$ cat config.mk
export PLATFORM = sky130hd
export DESIGN_NAME = ram_rd_streamer
export DESIGN_NICKNAME = d
export VERILOG_FILES = /design/src/rtl/ram_rd_pkg.sv /design/src/rtl/ram_rd_fifo.sv /design/src/rtl/ram_rd_streamer.sv
export SDC_FILE = /design/constraint.sdc
export NUM_CORES = 1
export LEC_CHECK = 0
export CAP_MARGIN = 20
export CELL_PAD_IN_SITES_DETAIL_PLACEMENT = 0
export CELL_PAD_IN_SITES_GLOBAL_PLACEMENT = 1
export CORE_ASPECT_RATIO = 1.75
export CORE_UTILIZATION = 46
export CTS_BUF_LIST = sky130_fd_sc_hd__clkbuf_8 sky130_fd_sc_hd__clkbuf_16
export DETAILED_ROUTE_END_ITERATION = 10
export PLACE_DENSITY_LB_ADDON = 0.2
export SLEW_MARGIN = 20
export SYNTH_ARGS = -nofsm -noshare
export SYNTH_HDL_FRONTEND = slang
export SYNTH_SLANG_ARGS = --single-unit
$ cat constraint.sdc
create_clock -name clk -period 3.5 [get_ports clk]
set_input_delay 0.525 -clock clk [delete_from_list [all_inputs] [get_ports clk]]
set_output_delay 0.525 -clock clk [all_outputs]
set_load 0.05 [all_outputs]
$ cat src/rtl/ram_rd_pkg.sv
// Shared types for the RAM read streamer.
package ram_rd_pkg;

  typedef enum logic [1:0] {
    ST_IDLE  = 2'd0,
    ST_RUN   = 2'd1,
    ST_DRAIN = 2'd2
  } rd_state_t;

endpackage

$ cat src/rtl/ram_rd_fifo.sv
// Small synchronous FIFO used as the output skid buffer of the read streamer.
module ram_rd_fifo #(
  parameter int unsigned WIDTH = 32,
  parameter int unsigned DEPTH = 4,
  localparam int unsigned PTR_W = $clog2(DEPTH),
  localparam int unsigned CNT_W = $clog2(DEPTH + 1)
) (
  input  logic             clk,
  input  logic             rst_n,
  input  logic             push_i,
  input  logic [WIDTH-1:0] wdata_i,
  input  logic             pop_i,
  output logic [WIDTH-1:0] rdata_o,
  output logic [CNT_W-1:0] count_o,
  output logic             empty_o,
  output logic             full_o
);

  logic [WIDTH-1:0] mem_q [DEPTH];
  logic [PTR_W-1:0] wr_ptr_q;
  logic [PTR_W-1:0] rd_ptr_q;
  logic [CNT_W-1:0] count_q;
  logic             do_push;
  logic             do_pop;

  assign empty_o = (count_q == '0);
  assign full_o  = (count_q == CNT_W'(DEPTH));
  assign do_push = push_i && !full_o;
  assign do_pop  = pop_i && !empty_o;
  assign rdata_o = mem_q[rd_ptr_q];
  assign count_o = count_q;

  // Storage, pointers and occupancy; pointers wrap because DEPTH is a power of 2.
  always_ff @(posedge clk or negedge rst_n) begin
    if (!rst_n) begin
      for (int unsigned i = 0; i < DEPTH; i++) begin
        mem_q[i] <= '0;
      end
      wr_ptr_q <= '0;
      rd_ptr_q <= '0;
      count_q  <= '0;
    end else begin
      if (do_push) begin
        mem_q[wr_ptr_q] <= wdata_i;
        wr_ptr_q        <= wr_ptr_q + PTR_W'(1);
      end
      if (do_pop) begin
        rd_ptr_q <= rd_ptr_q + PTR_W'(1);
      end
      count_q <= count_q + CNT_W'(do_push) - CNT_W'(do_pop);
    end
  end

endmodule

$ cat src/rtl/ram_rd_streamer.sv
// Read-side initiator: issues a run of RAM reads and streams the data out
// through a credit-protected FIFO. Optional macro RAM_RD_STRIDE_EN adds a
// programmable address stride; without it the step is fixed at 1.
module ram_rd_streamer
  import ram_rd_pkg::*;
#(
  parameter int unsigned DEPTH      = 32,
  parameter int unsigned WIDTH      = 32,
  parameter int unsigned FIFO_DEPTH = 4,
  parameter int unsigned MAX_LEN    = 256,
  localparam int unsigned ADDR_LEN  = $clog2(DEPTH),
  localparam int unsigned LEN_W     = $clog2(MAX_LEN + 1)
) (
  input  logic                clk,
  input  logic                rst_n,
  input  logic                start,
  input  logic [ADDR_LEN-1:0] base_addr,
  input  logic [LEN_W-1:0]    len,
`ifdef RAM_RD_STRIDE_EN
  input  logic [ADDR_LEN-1:0] stride,
`endif
  output logic                busy,
  output logic                done,
  output logic                ram_valid_addr,
  output logic [ADDR_LEN-1:0] ram_r_addr,
  input  logic [WIDTH-1:0]    ram_r_data,
  input  logic                ram_valid_data,
  output logic                m_valid,
  output logic [WIDTH-1:0]    m_data,
  output logic                m_last,
  input  logic                m_ready
);

  localparam int unsigned CNT_W = $clog2(FIFO_DEPTH + 1);

  rd_state_t           state_q, state_d;
  logic [LEN_W-1:0]    len_q, len_d;
  logic [LEN_W-1:0]    issued_q, issued_d;
  logic [LEN_W-1:0]    accepted_q, accepted_d;
  logic [ADDR_LEN-1:0] addr_q, addr_d;
  logic                issue_q, issue_d;
  logic                done_q, done_d;
  logic [ADDR_LEN-1:0] step_c;

  logic                fifo_push;
  logic                fifo_pop;
  logic                fifo_empty;
  logic                fifo_full;
  logic [CNT_W-1:0]    fifo_count;
  logic [CNT_W-1:0]    count_nxt_c;
  logic [CNT_W:0]      credit_c;

`ifdef RAM_RD_STRIDE_EN
  logic [ADDR_LEN-1:0] step_q, step_d;
  assign step_c = step_q;
`else
  assign step_c = ADDR_LEN'(1);
`endif

  // Responses arriving in IDLE are stale (e.g. in flight across a reset) and dropped.
  assign fifo_push = ram_valid_data && (state_q != ST_IDLE) && !fifo_full;
  assign fifo_pop  = m_valid && m_ready;

  // Occupancy next cycle plus the request issued this cycle still owed by the RAM.
  assign count_nxt_c = fifo_count + CNT_W'(fifo_push) - CNT_W'(fifo_pop);
  assign credit_c    = {1'b0, count_nxt_c} + (CNT_W + 1)'(issue_q);

  assign busy           = (state_q != ST_IDLE);
  assign done           = done_q;
  assign ram_valid_addr = issue_q;
  assign ram_r_addr     = addr_q;
  assign m_valid        = !fifo_empty;
  assign m_last         = m_valid && (accepted_q == len_q - LEN_W'(1));

  // Next-state logic; the issue strobe is precomputed from next-cycle values so it leaves a flop.
  always_comb begin
    state_d    = state_q;
    len_d      = len_q;
    issued_d   = issued_q;
    accepted_d = accepted_q;
    addr_d     = addr_q;
    done_d     = 1'b0;
    issue_d    = 1'b0;
`ifdef RAM_RD_STRIDE_EN
    step_d     = step_q;
`endif

    if (issue_q) begin
      issued_d = issued_q + LEN_W'(1);
      addr_d   = addr_q + step_c;
    end
    if (fifo_pop) begin
      accepted_d = accepted_q + LEN_W'(1);
    end

    unique case (state_q)
      ST_IDLE: begin
        if (start) begin
          if (len != '0) begin
            state_d    = ST_RUN;
            len_d      = len;
            issued_d   = '0;
            accepted_d = '0;
            addr_d     = base_addr;
`ifdef RAM_RD_STRIDE_EN
            step_d     = stride;
`endif
          end else begin
            done_d = 1'b1;
          end
        end
      end
      ST_RUN: begin
        if (issue_q && (issued_q + LEN_W'(1) == len_q)) begin
          state_d = ST_DRAIN;
        end
      end
      ST_DRAIN: begin
        if (fifo_pop && m_last) begin
          state_d = ST_IDLE;
          done_d  = 1'b1;
        end
      end
      default: state_d = ST_IDLE;
    endcase

    issue_d = (state_d == ST_RUN) && (issued_d < len_d) &&
              (credit_c < (CNT_W + 1)'(FIFO_DEPTH));
  end

  // Control and datapath registers.
  always_ff @(posedge clk or negedge rst_n) begin
    if (!rst_n) begin
      state_q    <= ST_IDLE;
      len_q      <= '0;
      issued_q   <= '0;
      accepted_q <= '0;
      addr_q     <= '0;
      issue_q    <= 1'b0;
      done_q     <= 1'b0;
`ifdef RAM_RD_STRIDE_EN
      step_q     <= '0;
`endif
    end else begin
      state_q    <= state_d;
      len_q      <= len_d;
      issued_q   <= issued_d;
      accepted_q <= accepted_d;
      addr_q     <= addr_d;
      issue_q    <= issue_d;
      done_q     <= done_d;
`ifdef RAM_RD_STRIDE_EN
      step_q     <= step_d;
`endif
    end
  end

  ram_rd_fifo #(
    .WIDTH (WIDTH),
    .DEPTH (FIFO_DEPTH)
  ) u_fifo (
    .clk     (clk),
    .rst_n   (rst_n),
    .push_i  (fifo_push),
    .wdata_i (ram_r_data),
    .pop_i   (fifo_pop),
    .rdata_o (m_data),
    .count_o (fifo_count),
    .empty_o (fifo_empty),
    .full_o  (fifo_full)
  );

endmodule

==> reports/metrics.csv, run 1 <==
metric,value,unit
grt_first_pass_wirelength,31.5,mm
yosysWarningCount,0,
period_minus_slack,3.32,ns
powerDensity,1130,mW/mm^2
max_stage_delay,0.64,ns
crit_slowest_cell,or4_1,
area.growth.synth_to_final,23.7,%
tns,0,ns
drtPass1Iterations,4,
fin_util,58.7,%
dpl.cell_count,955,
grt_overflow,0,
netlist_instances,635,
hold_viol,0,
finClkSkew,0.0106,ns
grt_max_degree,88,
path_cells,nor4_1 > nand3b_1 > xnor2_1 > or4_1 > nor2_1 > buf_4,
vias,5359,
drive_above_1_share,31.1,%
core-area,0.0176,mm^2
cts_resized,0,
cap_violations,0,
syn_area,0.00836,mm^2
relSlewSlack,44.4,%
portBuffers,92,
via_per_inst,5.43,
worstSetupPathType,register to output port,
p_sw,4.85,mW
ios,93,
wl_per_cell,19.2,um
layout.nets,815,
maxSlewViolCount,0,
postCtsHoldBufs,0,
setup_viol,0,
ant_nets,0,
antenna_found_initial,0,
min_path_type,primary input to asynchronous set/reset pin,
arrival,2.79,ns
drc,0,
power_frac_comb,52.8,%
die_x,104,um
r2r_setup_slack,0.55,ns
cts_buffers,17,
p_sw_share,41.5,%
syn_nets,707,
yosysMostFrequentCell,dfrtp_1,
cts.sinks,171,
fmax,301,MHz
seqPwrFrac,31.1,%
crit_fanout,10,
post_cts_buffers,0,
cts_tree,built,
final_area,0.0103,mm^2
timing.rr.start,u_fifo.count_o[1]$_DFF_PN0_,
ys_top_cells_by_area,"dfrtp_1 (51%), mux2_2 (16%), mux4_2 (8.6%)",
reg2reg_to,ram_valid_addr$_DFF_PN0_,
power.leakage,4.34,nW
synth-main-ff-cell,dfrtp_1,
yosysSeqAreaShare,51.2,%
rr_worst_depth,11,
cts_root_buffer,clkbuf_16,
synth_top_cell_by_area,dfrtp_1,
cp-start-kind,register,
postSynthAreaPerCell,13.2,um^2
status,"complete, no violations",
num_rows,64,
peakVddDrop,590,uV
die_y,180,um
end_kind,output port,
synth-seq-cells,171,
worst_pin_slew,0.834,ns
synth_cell_types,54,
diodes,0,
synth_common_cells,"dfrtp_1 (171), mux2_2 (120), nand2_1 (36), nor2_1 (35), mux4_2 (32)",
p_int,6.83,mW
clkPwrFrac,16.2,%
rsz0062_at_grt,no,
start_util,47.5,%
critical_path_required,2.97,ns
place_congestion,0.854,
drt-initial-drc-count,217,
clockBufferDepth,2,
hpwl,13.4,mm
grt_pass1_vias,6057,
synth_top_area_share,51.2,%
h-tree-depth,4,
die_area,0.0187,mm^2
grt_usage,21.9,%
place_area,0.00974,mm^2
clkTransAtPathRegs,0.07,ns
post-route-period-util,94.8,%
totalWireLength,19.0,mm
synth_edf_count,0,
final_cells,987,
clk_latency,0.43,ns
async_reset_ff_share,100,%
[metrics by stage]
| step | total power [mW] | hold WS [ns] | worst slack, ns |
|---|---|---|---|
| 2_1_floorplan | 7.92 | 0.229 | 0.379 |
| 3_3_place_gp | 9.66 | 0.462 | -0.185 |
| 3_5_place_dp | 9.88 | 0.483 | -0.191 |
| 4_1_cts | 11.8 | 0.184 | 0.179 |
| 5_1_grt | 12.3 | 0.210 | 0.0273 |
| 6_report | 11.7 | 0.136 | 0.182 |
[registers in the layout, indices dropped and copies added (netlist names)]
name / flops
accepted_q: 9
done: 1
issued_q: 9
len_q: 9
ram_r_addr: 5
ram_valid_addr: 1
state_q: 2
u_fifo.count_o: 3
u_fifo.mem_q: 128
u_fifo.rd_ptr_q: 2
u_fifo.wr_ptr_q: 2
[worst max path at each step]
| stage | start | endpoint | slack (ns) | cells after the start |
|---|---|---|---|---|
| 6_report | len_q[2]$_DFF_PN0_ | m_last | 0.18 | 6 |
| 4_1_cts | len_q[2]$_DFF_PN0_ | m_last | 0.18 | 6 |
| 2_1_floorplan | len[0] | ram_valid_addr$_DFF_PN0_ | 0.38 | 14 |
| 3_3_place_gp | len[0] | ram_valid_addr$_DFF_PN0_ | -0.18 | 14 |
| 3_5_place_dp | len[0] | ram_valid_addr$_DFF_PN0_ | -0.19 | 15 |
| 5_1_grt | len[0] | ram_valid_addr$_DFF_PN0_ | 0.03 | 15 |
[cells in the final DEF (no fill, tap or decap), types with 17 or more instances in the layout]
| cell type | synthesis | layout |
|---|---|---|
| nand2_1 | 36 | 36 |
| dfrtp_1 | 171 | 170 |
| xor2_1 | 27 | 27 |
| ha_1 | 19 | 19 |
| clkdlybuf4s50_1 | 0 | 90 |
| clkbuf_16 | 0 | 17 |
| buf_4 | 2 | 29 |
| nor2_1 | 35 | 35 |
| mux2_2 | 120 | 120 |
| xnor2_1 | 21 | 21 |
| mux4_2 | 32 | 32 |
[power by group through the flow]
stage               Combinational [mW]  Clock, mW  Sequential, mW
floorplan                         4.47          0            3.46
global route                      6.57       2.02            3.76
finish                            6.16       1.89            3.63
detailed placement                6.22          0            3.66
global placement                  6.09          0            3.57
CTS                               6.24       1.93            3.63
[per-layer routing]
metal | wire length (um) | share of wire [%] | vias to the layer above | track usage (%)
met1 | 7450 | 39 | 2774 | 24.3
li1 | - | - | 2476 | -
met2 | 10700 | 57 | 88 | 41.6
met5 | 0 | 0 | - | 0
met3 | 384 | 2.0 | 21 | 3.29
met4 | 399 | 2.1 | 0 | 8.17
[layout make-up]
cell class                 instances  area [um^2]
fill                            1417         7280
tap                              231          289
sequential                       171         4280
clock buffer                      18          439
clock inverter                    14          156
multi-input combinational        411         3860
timing repair buffer             126         1250
inverter                          16         60.1
[cell families after synthesis]
kind of cell / Yosys count / share of synthesized area (%)
DFF: 171 / 51.2
muxes: 162 / 26.1
and+or+nand+nor: 136 / 8.25
buffers and inverters: 53 / 2.72
xor gates and xnor gates: 49 / 5.22
AOI/OAI and AO/OA: 43 / 3.19
adders and majority gates: 21 / 3.32
[critical path, delay by kind of cell (launching register included)]
family / cells / cell delay [ns]
AND/OR/NAND/NOR: 4 / 1.48
flip-flops: 1 / 0.53
buffers and inverters: 1 / 0.21
XOR/XNOR: 1 / 0.15
No activity file was read; power rests on OpenSTA's default activity.
==> run 2, diff against run 1 <==
Settings changed: CORE_UTILIZATION 46 to 48, CTS_BUF_LIST sky130_fd_sc_hd__clkbuf_8 sky130_fd_sc_hd__clkbuf_16 to sky130_fd_sc_hd__clkbuf_8.
==> run 2 against run 1 <==
Global-route usage rose by 0.70 points. Count of clock-buffer cells in the layout did not move. Critical path depth did not move. Worst setup slack improved by 0.025 ns. Critical path type unchanged. Largest power group unchanged.
==> reports/metrics.csv, run 2 (same netlist as run 1, synthesis figures left out) <==
metric,value,unit,change
status,"complete, no violations",,
h-tree-depth,4,,unchanged
totalWireLength,18.3,mm,-3.4%
grt_max_degree,92,,+4.5%
grt_usage,22.6,%,+0.70 points
fmax,304,MHz,+0.75%
endpoint,m_last,,
worstSetupPathType,register to output port,,
arrival,2.77,ns,-0.02 ns
core-area,0.0170,mm^2,-3.4%
worst_pin_slew,0.869,ns,+0.0353 ns
critical_path_required,2.97,ns,about the same
power.leakage,4.22,nW,-2.8%
drive_above_1_share,30.9,%,-0.17 points
place_congestion,0.928,,+8.7%
cts_buffers,17,,unchanged
mostFrequentLayoutCell,dfrtp_1,,
crit_fanout,9,,-1
layout.nets,817,,+0.25%
top_register,u_fifo.mem_q,,
portBuffers,92,,unchanged
relSlewSlack,42.0,%,-2.4 points
drt-initial-drc-count,244,,+12%
antenna_found_initial,1,,+1
via_per_inst,5.44,,+0.22%
num-fill-cells,1401,,-1.1%
reg2reg_to,ram_valid_addr$_DFF_PN0_,,
crit_path_start,len_q[3]$_DFF_PN0_,,
min_path_type,primary input to asynchronous set/reset pin,,
r2r_setup_slack,0.47,ns,-0.08 ns
drtPass1Iterations,6,,+2
vias,5360,,+0.019%
ios,93,,unchanged
cts_root_buffer,clkbuf_8,,
clkTransAtPathRegs,0.09,ns,+0.02 ns
hold_viol,0,,unchanged
cap_violations,0,,unchanged
place_ws,-0.304,ns,-0.113 ns
grt_first_pass_wirelength,30.4,mm,-3.5%
peakVddDrop,494,uV,-16%
area.growth.synth_to_final,20.6,%,
setup_slack,0.207,ns,+0.0247 ns
clockBufferDepth,2,,unchanged
post_cts_buffers,0,,unchanged
largest_register_ffs,128,,unchanged
period_minus_slack,3.29,ns,-0.0247 ns
powerDensity,1080,mW/mm^2,-4.1%
cp-start-kind,register,,
timing.rr.start,u_fifo.count_o[1]$_DFF_PN0_,,
drc,0,,unchanged
die_area,0.0180,mm^2,-4.1%
wl_per_cell,18.6,um,-3.2%
most-common-layout-cells,"dfrtp_1 (170), mux2_2 (120), clkdlybuf4s50_1 (90), nand2_1 (36), nor2_1 (35)",,
start_util,49.1,%,+1.6 points
num_rows,63,,-1.6%
rr_worst_depth,11,,unchanged
cts_resized,0,,unchanged
postCtsHoldBufs,0,,unchanged
hpwl,13.0,mm,-2.7%
die_y,177,um,-2.1%
rsz0062_at_grt,no,,
total_power,10.9,mW,-6.4%
cts.sinks,171,,unchanged
ant_nets,0,,unchanged
setup_viol,0,,unchanged
grt_overflow,0,,unchanged
finClkSkew,0.0135,ns,+0.00287 ns
die_x,102,um,-2.1%
cts_tree,built,,
fin_util,59.2,%,+0.53 points
grt_pass1_vias,5916,,-2.3%
end_kind,output port,,
clk_latency,0.46,ns,+0.03 ns
post-route-period-util,94.1,%,-0.70 points
maxSlewViolCount,0,,unchanged
==> run 2: area by class of cell <==
type                    count  area, um^2  share of cell area (%)
well taps                 227         284                    2.82
clock inverters            13        96.3                   0.956
diodes                      1        2.50                  0.0248
repair buffers            128        1250                    12.4
inverters                  16        60.1                   0.596
multi-input cells         411        3860                    38.3
clock buffers              18         248                    2.46
flip-flops and latches    171        4280                    42.5
==> run 2: worst min-delay path by stage <==
stage,startpoint,endpoint,depth (start not counted)
floorplan,rst_n,accepted_q[0]$_DFF_PN0_,0
global placement,u_fifo.mem_q[28]$_DFFE_PN0P_,u_fifo.mem_q[28]$_DFFE_PN0P_,1
detailed placement,u_fifo.mem_q[29]$_DFFE_PN0P_,u_fifo.mem_q[29]$_DFFE_PN0P_,1
CTS,rst_n,u_fifo.mem_q[111]$_DFFE_PN0P_,1
global route,rst_n,u_fifo.mem_q[17]$_DFFE_PN0P_,1
finish,rst_n,u_fifo.mem_q[17]$_DFFE_PN0P_,1
==> run 2: stage by stage <==
step	setup TNS, ns	cell area [um^2]	hold slack (ns)	instances
after floorplan	0	8360	0.229	635
after global placement	-0.176	9730	0.463	953
after detailed placement	-0.304	9730	0.474	953
after CTS	0	10100	0.170	984
after global routing	0	10100	0.192	985
final	0	10100	0.131	985
==> run 2: power breakdown <==
part / switching, mW / internal, mW
registers: 0.727 / 2.93
logic: 3.20 / 2.83
clock network: 0.737 / 0.507
total: 4.67 / 6.26
==> run 2: metal layers <==
metal / vias to the layer above / part of all wire, % / track usage, %
li1: 2478 / - / -
met1: 2747 / 39 / 25.6
met2: 99 / 56 / 40.7
met3: 36 / 2.6 / 3.48
met4: 0 / 2.9 / 10.9
met5: - / 0 / 0
==> run 2: worst max-delay path: stages (launching register included) <==
cell and delay [ns]:
dfrtp_1 0.50, nor4_1 0.53, nand3b_1 0.15, xnor2_1 0.15, or4_1 0.62, nor2_1 0.14, buf_4 0.21
==> run 3, diff against run 2 <==
Settings changed: CORE_MARGIN set to 1, SLEW_MARGIN 20 to 40.
==> run 3 against run 2 <==
Via count increased by 1.0%. Die area unchanged. Cell area increased by 0.94%. Sequential share of layout area decreased by 0.40 points. First-iteration DRC count increased by 4.1%. Largest cell class unchanged.
==> reports/metrics.csv, run 3 (same netlist as run 1, synthesis figures left out) <==
metric,value,unit,change
status,"complete, no violations",,
top_register,u_fifo.mem_q,,
die_y,177,um,unchanged
cap_violations,0,,unchanged
critical_path_required,3.87,ns,+0.90 ns
most-common-layout-cells,"dfrtp_1 (170), mux2_2 (120), clkdlybuf4s50_1 (90), nand2_1 (36), nor2_1 (35)",,
setup_slack,0.248,ns,+0.0417 ns
busiest_layer,met2,,
seqPwrFrac,32.8,%,-0.7 points
post-route-period-util,92.9,%,-1.2 points
drc,0,,unchanged
post_cts_buffers,0,,unchanged
power_frac_comb,54.0,%,-1.2 points
arrival,3.62,ns,+0.85 ns
start_util,49.1,%,unchanged
clkPwrFrac,13.2,%,+1.8 points
tns,0,ns,unchanged
grt_pass1_vias,5816,,-1.7%
total_power,11.2,mW,+2.3%
ant_nets,0,,unchanged
die_x,102,um,unchanged
clockBufferDepth,2,,unchanged
period_minus_slack,3.25,ns,-0.0417 ns
grtUsageMet1,25.6,%,+0.066 points
clkTransAtPathRegs,0.08,ns,about the same
worst_pin_slew,0.734,ns,-0.135 ns
diodes,0,,-1
clk_latency,0.46,ns,about the same
cts.sinks,171,,unchanged
finClkSkew,0.0109,ns,-0.00257 ns
num-fill-cells,1420,,+1.4%
place_ws,-0.305,ns,-0.00123 ns
powerDensity,1100,mW/mm^2,+1.3%
p_int,6.55,mW,+4.6%
peakVddDrop,484,uV,-2.1%
core-area,0.0170,mm^2,unchanged
crit_fanout,10,,+1
antenna_found_initial,0,,-1
drtPass1Iterations,6,,unchanged
layout.nets,817,,unchanged
cts_tree,built,,
setup_viol,0,,unchanged
cts_buffers,17,,unchanged
drive_above_1_share,30.9,%,-0.041 points
totalWireLength,18.5,mm,+0.76%
min_path_type,primary input to asynchronous set/reset pin,,
cp-start-kind,primary input,,
num_rows,63,,unchanged
fmax,308,MHz,+1.3%
p_sw_share,41.4,%,-1.3 points
power.leakage,4.30,nW,+1.8%
maxSlewViolCount,0,,unchanged
cts_root_buffer,clkbuf_8,,
wl_per_cell,18.8,um,+0.76%
grt_max_degree,92,,unchanged
grt_overflow,0,,unchanged
end_kind,register,,
rr_worst_depth,11,,unchanged
largest_register_ffs,128,,unchanged
grt_util_met2,40.6,%,-0.084 points
fin_util,59.8,%,+0.56 points
vias,5416,,+1.0%
hpwl,13.0,mm,about the same
grt_usage,22.5,%,-0.055 points
use_met3,3.84,%,+0.36 points
mostFrequentLayoutCell,dfrtp_1,,
relSlewSlack,51.1,%,+9.0 points
via_per_inst,5.50,,+1.0%
p_sw,4.63,mW,-0.83%
drt-initial-drc-count,254,,+4.1%
grt_first_pass_wirelength,30.2,mm,-0.63%
portBuffers,92,,unchanged
hold_ws,0.0678,ns,-0.0628 ns
worstSetupPathType,primary input to register,,
h-tree-depth,4,,unchanged
area.growth.synth_to_final,21.7,%,
hold_viol,0,,unchanged
die_area,0.0180,mm^2,unchanged
place_congestion,0.928,,unchanged
ios,93,,unchanged
rsz0062_at_grt,no,,
run 3: cell count changes in the layout (fill, tap and decap cells not counted), sizes merged:
cell | previous run | this run
clkbuf | 18 | 22
clkinvlp | 7 | 1
diode | 1 | 0
bufinv | 0 | 3
run 3: layer usage:
metal / routed length, um / up-vias
li1: - / 2487
met1: 7120 / 2793
met2: 10300 / 101
met3: 501 / 35
met4: 506 / 0
met5: 0 / -
run 3: what timing repair did:
action                                  in CTS  in global routing
gates resized for setup                      0                  2
endpoints found under the setup margin       0                  2
hold buffers                                 0                  0
run 3: area by class of cell:
type | instances | area [um^2] | area share (%)
clock buffers | 22 | 303 | 2.98
repair buffers | 128 | 1260 | 12.3
inverters | 16 | 60.1 | 0.590
clock inverters | 10 | 123 | 1.20
well taps | 227 | 284 | 2.79
flip-flops and latches | 171 | 4280 | 42.1
multi-input cells | 411 | 3870 | 38.0
run 3: stage by stage:
step / area (um^2) / cells
floorplan: 8360 / 635
global placement: 9730 / 953
detailed placement: 9740 / 953
CTS: 10200 / 985
global route: 10200 / 985
finish: 10200 / 985
run 3: final timing paths:
| check | from | to | slack, ns |
|---|---|---|---|
| max | len[0] | ram_valid_addr$_DFF_PN0_ | 0.25 |
| min | rst_n | u_fifo.mem_q[111]$_DFFE_PN0P_ | 0.07 |
| max reg2reg | u_fifo.count_o[1]$_DFF_PN0_ | ram_valid_addr$_DFF_PN0_ | 0.47 |
| min reg2reg | u_fifo.mem_q[30]$_DFFE_PN0P_ | u_fifo.mem_q[30]$_DFFE_PN0P_ | 0.49 |
| max in group asynchronous | rst_n | u_fifo.mem_q[84]$_DFFE_PN0P_ | 2.56 |
| min in group clk | u_fifo.mem_q[30]$_DFFE_PN0P_ | u_fifo.mem_q[30]$_DFFE_PN0P_ | 0.49 |
run 3: worst max-delay path: stages:
cell and delay, ns:
clkdlybuf4s50_1 0.43, nor4_2 0.28, buf_4 0.18, nand2_1 0.06, or2_2 0.30, and2_1 0.29
nor2_1 0.20, ha_1 0.27, a21o_1 0.18, a21o_1 0.17, a21oi_1 0.15, o2111ai_1 0.12
a31o_2 0.23, a211oi_1 0.23
run 3: power groups by stage:
| stage | Clock, mW | Sequential [mW] | Combinational, mW |
|---|---|---|---|
| final | 1.47 | 3.67 | 6.03 |
| after global routing | 1.60 | 3.81 | 6.45 |
| after CTS | 1.51 | 3.67 | 6.12 |
| after detailed placement | 0 | 3.71 | 6.10 |
| after global placement | 0 | 3.59 | 5.97 |
| after floorplan | 0 | 3.46 | 4.47 |
